===== src/rtl/foc_dq_seq.sv =====
// -----------------------------------------------------------------------------
// foc_dq_seq
//
// Sequencer for the current-feedback front end of the FOC loop. Each accepted
// ADC sample launches the Clarke and CORDIC sin/cos stages in parallel. Once
// both have reported, their results are registered as Park operands and Park
// is started. The Park D/Q results are registered and announced with a single
// dq_valid pulse. Stage timeouts raise a sticky fault. Samples that arrive
// while busy or faulted are dropped and counted.
//
// No arithmetic is done here. Data words pass through unchanged at D_WIDTH.
//
// Ports
//   clk, rstb                     clock, asynchronous active-low reset
//   sample_valid                  new phase currents available (pulse)
//   clarke_start, cordic_start    front-end start pulses
//   clarke_done, cordic_done      front-end completion pulses
//   clarke_alpha/beta             Clarke results, valid with clarke_done
//   cordic_sin/cos                CORDIC results, valid with cordic_done
//   park_start                    Park start pulse
//   park_alpha/beta/sin/cos       registered Park operands
//   park_done                     Park completion (pulse or level)
//   park_d, park_q                Park results
//   d_out, q_out                  registered D/Q results
//   dq_valid                      pulse when d_out/q_out update
//   busy                          high in every state except IDLE
//   fault, fault_clr              sticky timeout flag and its clear
//   overrun_cnt                   saturating dropped-sample count
// -----------------------------------------------------------------------------
module foc_dq_seq #(
    parameter int D_WIDTH  = 18,
    parameter int PARK_LAT = 2,
    parameter int TIMEOUT  = 64,
    parameter int OVR_W    = 8
) (
    input  logic                      clk,
    input  logic                      rstb,
    input  logic                      sample_valid,
    output logic                      clarke_start,
    output logic                      cordic_start,
    input  logic                      clarke_done,
    input  logic                      cordic_done,
    input  logic signed [D_WIDTH-1:0] clarke_alpha,
    input  logic signed [D_WIDTH-1:0] clarke_beta,
    input  logic signed [D_WIDTH-1:0] cordic_sin,
    input  logic signed [D_WIDTH-1:0] cordic_cos,
    output logic                      park_start,
    output logic signed [D_WIDTH-1:0] park_alpha,
    output logic signed [D_WIDTH-1:0] park_beta,
    output logic signed [D_WIDTH-1:0] park_sin,
    output logic signed [D_WIDTH-1:0] park_cos,
    input  logic                      park_done,
    input  logic signed [D_WIDTH-1:0] park_d,
    input  logic signed [D_WIDTH-1:0] park_q,
    output logic signed [D_WIDTH-1:0] d_out,
    output logic signed [D_WIDTH-1:0] q_out,
    output logic                      dq_valid,
    output logic                      busy,
    output logic                      fault,
    input  logic                      fault_clr,
    output logic [OVR_W-1:0]          overrun_cnt
);

    localparam int CNT_W = $clog2(TIMEOUT + 1);

    localparam logic [1:0] S_IDLE  = 2'd0;
    localparam logic [1:0] S_FRONT = 2'd1;
    localparam logic [1:0] S_PARK  = 2'd2;
    localparam logic [1:0] S_OUT   = 2'd3;

    localparam logic [CNT_W-1:0] PARK_LAT_C = CNT_W'(PARK_LAT);
    // The counter starts at 0 on state entry, so the last permitted wait
    // cycle is the one where it reads TIMEOUT-1.
    localparam logic [CNT_W-1:0] TO_LAST_C  = CNT_W'(TIMEOUT - 1);

    // Saturating increment for the overrun counter.
    function automatic logic [OVR_W-1:0] sat_inc(input logic [OVR_W-1:0] v);
        sat_inc = (&v) ? v : v + OVR_W'(1);
    endfunction

    logic [1:0]       state;
    logic [1:0]       state_nxt;
    logic [CNT_W-1:0] wait_cnt;
    logic             clarke_got;
    logic             cordic_got;

    logic enter_front;
    logic front_done;
    logic park_acc;
    logic timeout_hit;
    logic drop_sample;

    // -------------------------------------------------------------------------
    // Control decode
    // -------------------------------------------------------------------------
    assign enter_front = (state == S_IDLE) && sample_valid && !fault;

    // Both front-end results present, including any that arrive this cycle.
    assign front_done  = (state == S_FRONT)
                         && (clarke_got || clarke_done)
                         && (cordic_got || cordic_done);

    // park_done may be a level, so only trust it once Park has had its latency.
    assign park_acc    = (state == S_PARK) && park_done && (wait_cnt >= PARK_LAT_C);

    // Completion in the last allowed cycle wins over the timeout.
    assign timeout_hit = (wait_cnt == TO_LAST_C)
                         && (((state == S_FRONT) && !front_done)
                          || ((state == S_PARK)  && !park_acc));

    assign drop_sample = sample_valid && ((state != S_IDLE) || fault);

    assign busy        = (state != S_IDLE);

    always_comb begin
        state_nxt = state;
        case (state)
            S_IDLE: begin
                if (enter_front) state_nxt = S_FRONT;
            end
            S_FRONT: begin
                if (front_done)       state_nxt = S_PARK;
                else if (timeout_hit) state_nxt = S_IDLE;
            end
            S_PARK: begin
                if (park_acc)         state_nxt = S_OUT;
                else if (timeout_hit) state_nxt = S_IDLE;
            end
            S_OUT: begin
                state_nxt = S_IDLE;
            end
            default: begin
                state_nxt = S_IDLE;
            end
        endcase
    end

    // -------------------------------------------------------------------------
    // Control registers
    // -------------------------------------------------------------------------
    always_ff @(posedge clk or negedge rstb) begin
        if (!rstb) begin
            state        <= S_IDLE;
            wait_cnt     <= '0;
            clarke_got   <= 1'b0;
            cordic_got   <= 1'b0;
            clarke_start <= 1'b0;
            cordic_start <= 1'b0;
            park_start   <= 1'b0;
            dq_valid     <= 1'b0;
            fault        <= 1'b0;
            overrun_cnt  <= '0;
        end else begin
            state        <= state_nxt;
            clarke_start <= enter_front;
            cordic_start <= enter_front;
            park_start   <= front_done;
            dq_valid     <= park_acc;

            // Wait counter: zero in the first cycle of FRONT and of PARK.
            if (enter_front || front_done) begin
                wait_cnt <= '0;
            end else if ((state == S_FRONT) || (state == S_PARK)) begin
                wait_cnt <= wait_cnt + CNT_W'(1);
            end else begin
                wait_cnt <= '0;
            end

            if (enter_front) begin
                clarke_got <= 1'b0;
                cordic_got <= 1'b0;
            end else if (state == S_FRONT) begin
                if (clarke_done) clarke_got <= 1'b1;
                if (cordic_done) cordic_got <= 1'b1;
            end

            // A timeout in the same cycle as fault_clr keeps the fault set.
            if (timeout_hit) begin
                fault <= 1'b1;
            end else if (fault_clr) begin
                fault <= 1'b0;
            end

            if (drop_sample) begin
                overrun_cnt <= sat_inc(overrun_cnt);
            end
        end
    end

    // -------------------------------------------------------------------------
    // Operand capture (FRONT) and result capture (PARK acceptance)
    // -------------------------------------------------------------------------
    always_ff @(posedge clk or negedge rstb) begin
        if (!rstb) begin
            park_alpha <= '0;
            park_beta  <= '0;
            park_sin   <= '0;
            park_cos   <= '0;
            d_out      <= '0;
            q_out      <= '0;
        end else begin
            // A repeated done simply overwrites that stage's operands.
            if ((state == S_FRONT) && clarke_done) begin
                park_alpha <= clarke_alpha;
                park_beta  <= clarke_beta;
            end
            if ((state == S_FRONT) && cordic_done) begin
                park_sin <= cordic_sin;
                park_cos <= cordic_cos;
            end
            if (park_acc) begin
                d_out <= park_d;
                q_out <= park_q;
            end
        end
    end

endmodule

===== config.mk =====
export PLATFORM = sky130hd
export DESIGN_NAME = foc_dq_seq
export DESIGN_NICKNAME = d
export VERILOG_FILES = /design/src/rtl/foc_dq_seq.sv
export SDC_FILE = /design/constraint.sdc
export NUM_CORES = 1
export LEC_CHECK = 0
export CAP_MARGIN = 15
export CORE_MARGIN = 1.5
export CORE_UTILIZATION = 41
export CTS_CLUSTER_SIZE = 8
export DETAILED_ROUTE_END_ITERATION = 10
export GPL_ROUTABILITY_DRIVEN = 0
export GPL_TIMING_DRIVEN = 0
export PLACE_DENSITY = 0.85
export SLEW_MARGIN = 20
export SYNTH_ARGS = -nofsm -noshare
export SYNTH_HDL_FRONTEND = slang
export SYNTH_SLANG_ARGS = --single-unit

===== constraint.sdc =====
create_clock -name clk -period 2.32 [get_ports clk]
set_clock_uncertainty 0.1 [all_clocks]
set_input_delay 0.58 -clock clk [delete_from_list [all_inputs] [get_ports clk]]
set_output_delay 0.58 -clock clk [all_outputs]
set_load 0.02 [all_outputs]

==> results_dict.tcl <==
set metrics [dict create \
    status "completed" \
    wl_met2_microns 6800 \
    period_minus_slack_ns 2.253 \
    grt_start_max_net_pins 67 \
    ir_drop_mv 0.6773 \
    dr_wl_met3_microns 1283 \
    area_growth_syn_to_layout_pct 61.65 \
    rsz0062_at_grt "false" \
    fin_area_sq_mm 0.008280 \
    utilization_pct 68.37 \
    timing.rr.end "d_out[9]$_DFFE_PN0N_" \
    hp-class "input pin to async pin" \
    start_kind "flip-flop" \
    clock_latency_ns 0.41 \
    postRouteAntennaNets 0 \
    dr.pass1.iters 4 \
    crit_path_max_fanout 4 \
    final_cells 773 \
    place_hpwl_microns 9648 \
    post-cts-setup-buffers 0 \
    grt_pass1_vias 4001 \
    p_clk_share_pct 21.6 \
    drive_gt1_share_pct 24.46 \
    syn_avg_cell_area_sq_um 15.20 \
    synth-async-reset-ratio_pct 100.0 \
    syn_inst 337 \
    nets 715 \
    via_per_inst 4.767 \
    grt_first_pass_wirelength_microns 20270 \
    whs_ns 0.05439 \
    io_buffer_count 236 \
    yosysWarnings 0 \
    power-per-cell-area_mw_per_mm2 1393 \
    internal-power_mw 7.623 \
    h-tree-depth 4 \
    die_h_microns 114.8 \
    ys_ff_latch 131 \
    synth_area_sq_mm 0.005122 \
    final-setup-viol-count 0 \
    finalPower_mw 11.53 \
    post_cts_resized 2 \
    drc 0 \
    synth_edf_count 0 \
    slew_headroom_pct 54.41 \
    root_buffer "clkbuf_16" \
    crit_required_ns 1.64 \
    overflow 0 \
    reg2reg_slack_ns 0.18 \
    yosysUniqueCellTypes 29 \
    grtUsageTotal_pct 20.62 \
    synth_flop_cell "dfrtp_1" \
    clock_sinks 131 \
    clkTransAtPathRegs_ns 0.05 \
    die_w_microns 114.8 \
    hold_viol_final 0 \
    vias 3685 \
    cellLeakagePower_nw 3.624 \
    cp_data_arrival_time_ns 1.57 \
    antenna_found_initial 0 \
    top_layer "met4" \
    drt-initial-drc-count 142 \
    reg2reg_from "wait_cnt[0]$_DFF_PN0_" \
    ctsLongestPathBuffers 2 \
    endpoint_kind "primary output" \
    core_sq_mm 0.01211 \
    tns_ns 0 \
    swShare_pct 33.91 \
    fin_crit_sh_pct 97.09 \
    pin_count 237 \
    m1WireLength_microns 4790 \
    max_freq_mhz 443.9 \
    cap_violations 0 \
    syn_nets 459 \
    dp.cells 742 \
    die_area_sq_mm 0.01317 \
    slew_viol_final 0 \
    worstMarginPinSlew_ns 0.6839 \
    diodes 0 \
    cts-buffers-inserted 17 \
    wire_per_inst_microns 17.05 \
    tritoncts "built" \
    rr_worst_depth 7 \
    synth_seq_area_share_pct 64.00 \
    num_rows 40 \
    start_util_pct 42.29 \
    power_frac_comb_pct 44.9 \
    power_switching_mw 3.911 \
    setup_slack_ns 0.06744 \
    place_area_sq_mm 0.007724 \
    pre_cts_ws_ns -0.2279 \
    seqPwrFrac_pct 33.5 \
    crit_type "flip-flop to primary output" \
    wl_microns 13180 \
    cts_hold_buf 0 \
]
## cells in the mapped netlist (3+ instances only)
library cell	instances	share of area [%]
xor2_1	8	1.4
clkbuf_1	7	0.51
o21ai_0	3	0.29
nor3_1	4	0.39
dfrtp_1	131	64
mux2_2	100	22
inv_1	8	0.59
nand3_1	9	0.88
nor2_1	14	1.0
nand2_1	8	0.59
ha_1	7	1.7
xnor2_1	3	0.51
mux2_4	9	2.6
a21oi_1	5	0.49
## layer usage
metal / track usage [%] / vias up
li1: - / 1688
met5: 0 / -
met3: 8.382 / 25
met4: 9.877 / 0
met2: 35.97 / 170
met1: 21.80 / 1802
## flip-flops by register name, indices dropped and copies added, names as in the netlist
name and cells:
d_out 18, park_alpha 18, park_beta 18, park_cos 18
park_sin 18, q_out 18, overrun_cnt 8, wait_cnt 7
state 2, clarke_got 1, cordic_got 1, cordic_start 1
dq_valid 1, fault 1, park_start 1
## layout make-up
class                   count  area (sq um)
clock buffers              26         499.2
fillers                   875          3831
repair buffers            237          2391
flip-flops and latches    131          3278
well taps                 168         210.2
inverters                   8         30.03
multi-input cells         186          1748
clock inverters             5         50.05
plain buffers              12         73.82
## power by group through the flow
stage / registers (mW) / clock network [mW] / logic (mW)
after floorplan: 4.99 / 0 / 1.46
after global placement: 3.81 / 0 / 5.07
after detailed placement: 3.89 / 0 / 5.19
after CTS: 3.88 / 2.53 / 5.22
after global routing: 3.99 / 2.65 / 5.47
final: 3.87 / 2.49 / 5.17
## kinds of logic (layout without fill, tap and decap cells)
| kind of cell | count (synthesis) | after routing | synth area share, % |
|---|---|---|---|
| DFF | 131 | 131 | 64.00 |
| muxes | 109 | 109 | 24.62 |
| and+or+nand+nor | 43 | 43 | 3.884 |
| buffers and inverters | 20 | 288 | 1.881 |
| AOI/OAI and AO/OA | 16 | 16 | 2.027 |
| xor gates and xnor gates | 11 | 11 | 1.881 |
| adders and majority gates | 7 | 7 | 1.710 |
## how the worst max path moves through the flow
| stage | from | end | slack [ns] | depth (start not counted) |
|---|---|---|---|---|
| floorplan | wait_cnt[0]$_DFF_PN0_ | d_out[10]$_DFFE_PN0N_ | 0.32 | 7 |
| global placement | rstb | park_sin[6]$_DFFE_PN0P_ | -4.29 | 1 |
| detailed placement | clarke_done | park_alpha[15]$_DFFE_PN0P_ | -0.23 | 4 |
| CTS | state[1]$_DFFE_PN0P_ | park_cos[4]$_DFFE_PN0P_ | 0.01 | 6 |
| global route | state[0]$_DFFE_PN0P_ | busy | 0.002 | 4 |
| finish | state[0]$_DFFE_PN0P_ | busy | 0.07 | 4 |
## critical path, cell delays in order (launching register included)
cell	delay, ns
dfrtp_1	0.39
inv_1	0.10
ha_1	0.25
inv_1	0.09
clkdlybuf4s15_1	0.32
## layout by cell type, fill, tap and decap left out
cell / n
o21a_1: 1
nor2_1: 14
inv_1: 8
nor2b_1: 2
nand2_1: 8
or4_1: 1
nand4_1: 1
buf_4: 1
mux2_2: 100
a21oi_1: 5
buf_6: 3
nand2b_1: 2
o211a_1: 1
o31ai_1: 1
mux2_4: 9
nor3_1: 4
o22a_1: 1
xor2_1: 8
clkinv_2: 4
buf_2: 2
o221ai_1: 1
xnor2_1: 3
o22ai_1: 2
o21ai_0: 3
clkbuf_2: 6
nand3_1: 9
or3_1: 2
clkbuf_16: 17
clkbuf_1: 6
bufinv_16: 1
ha_1: 7
buf_16: 1
clkbuf_8: 4
clkdlybuf4s50_1: 234
a22o_1: 1
clkdlybuf4s15_1: 1
dfrtp_1: 131
No activity file was read; power rests on OpenSTA's default activity.
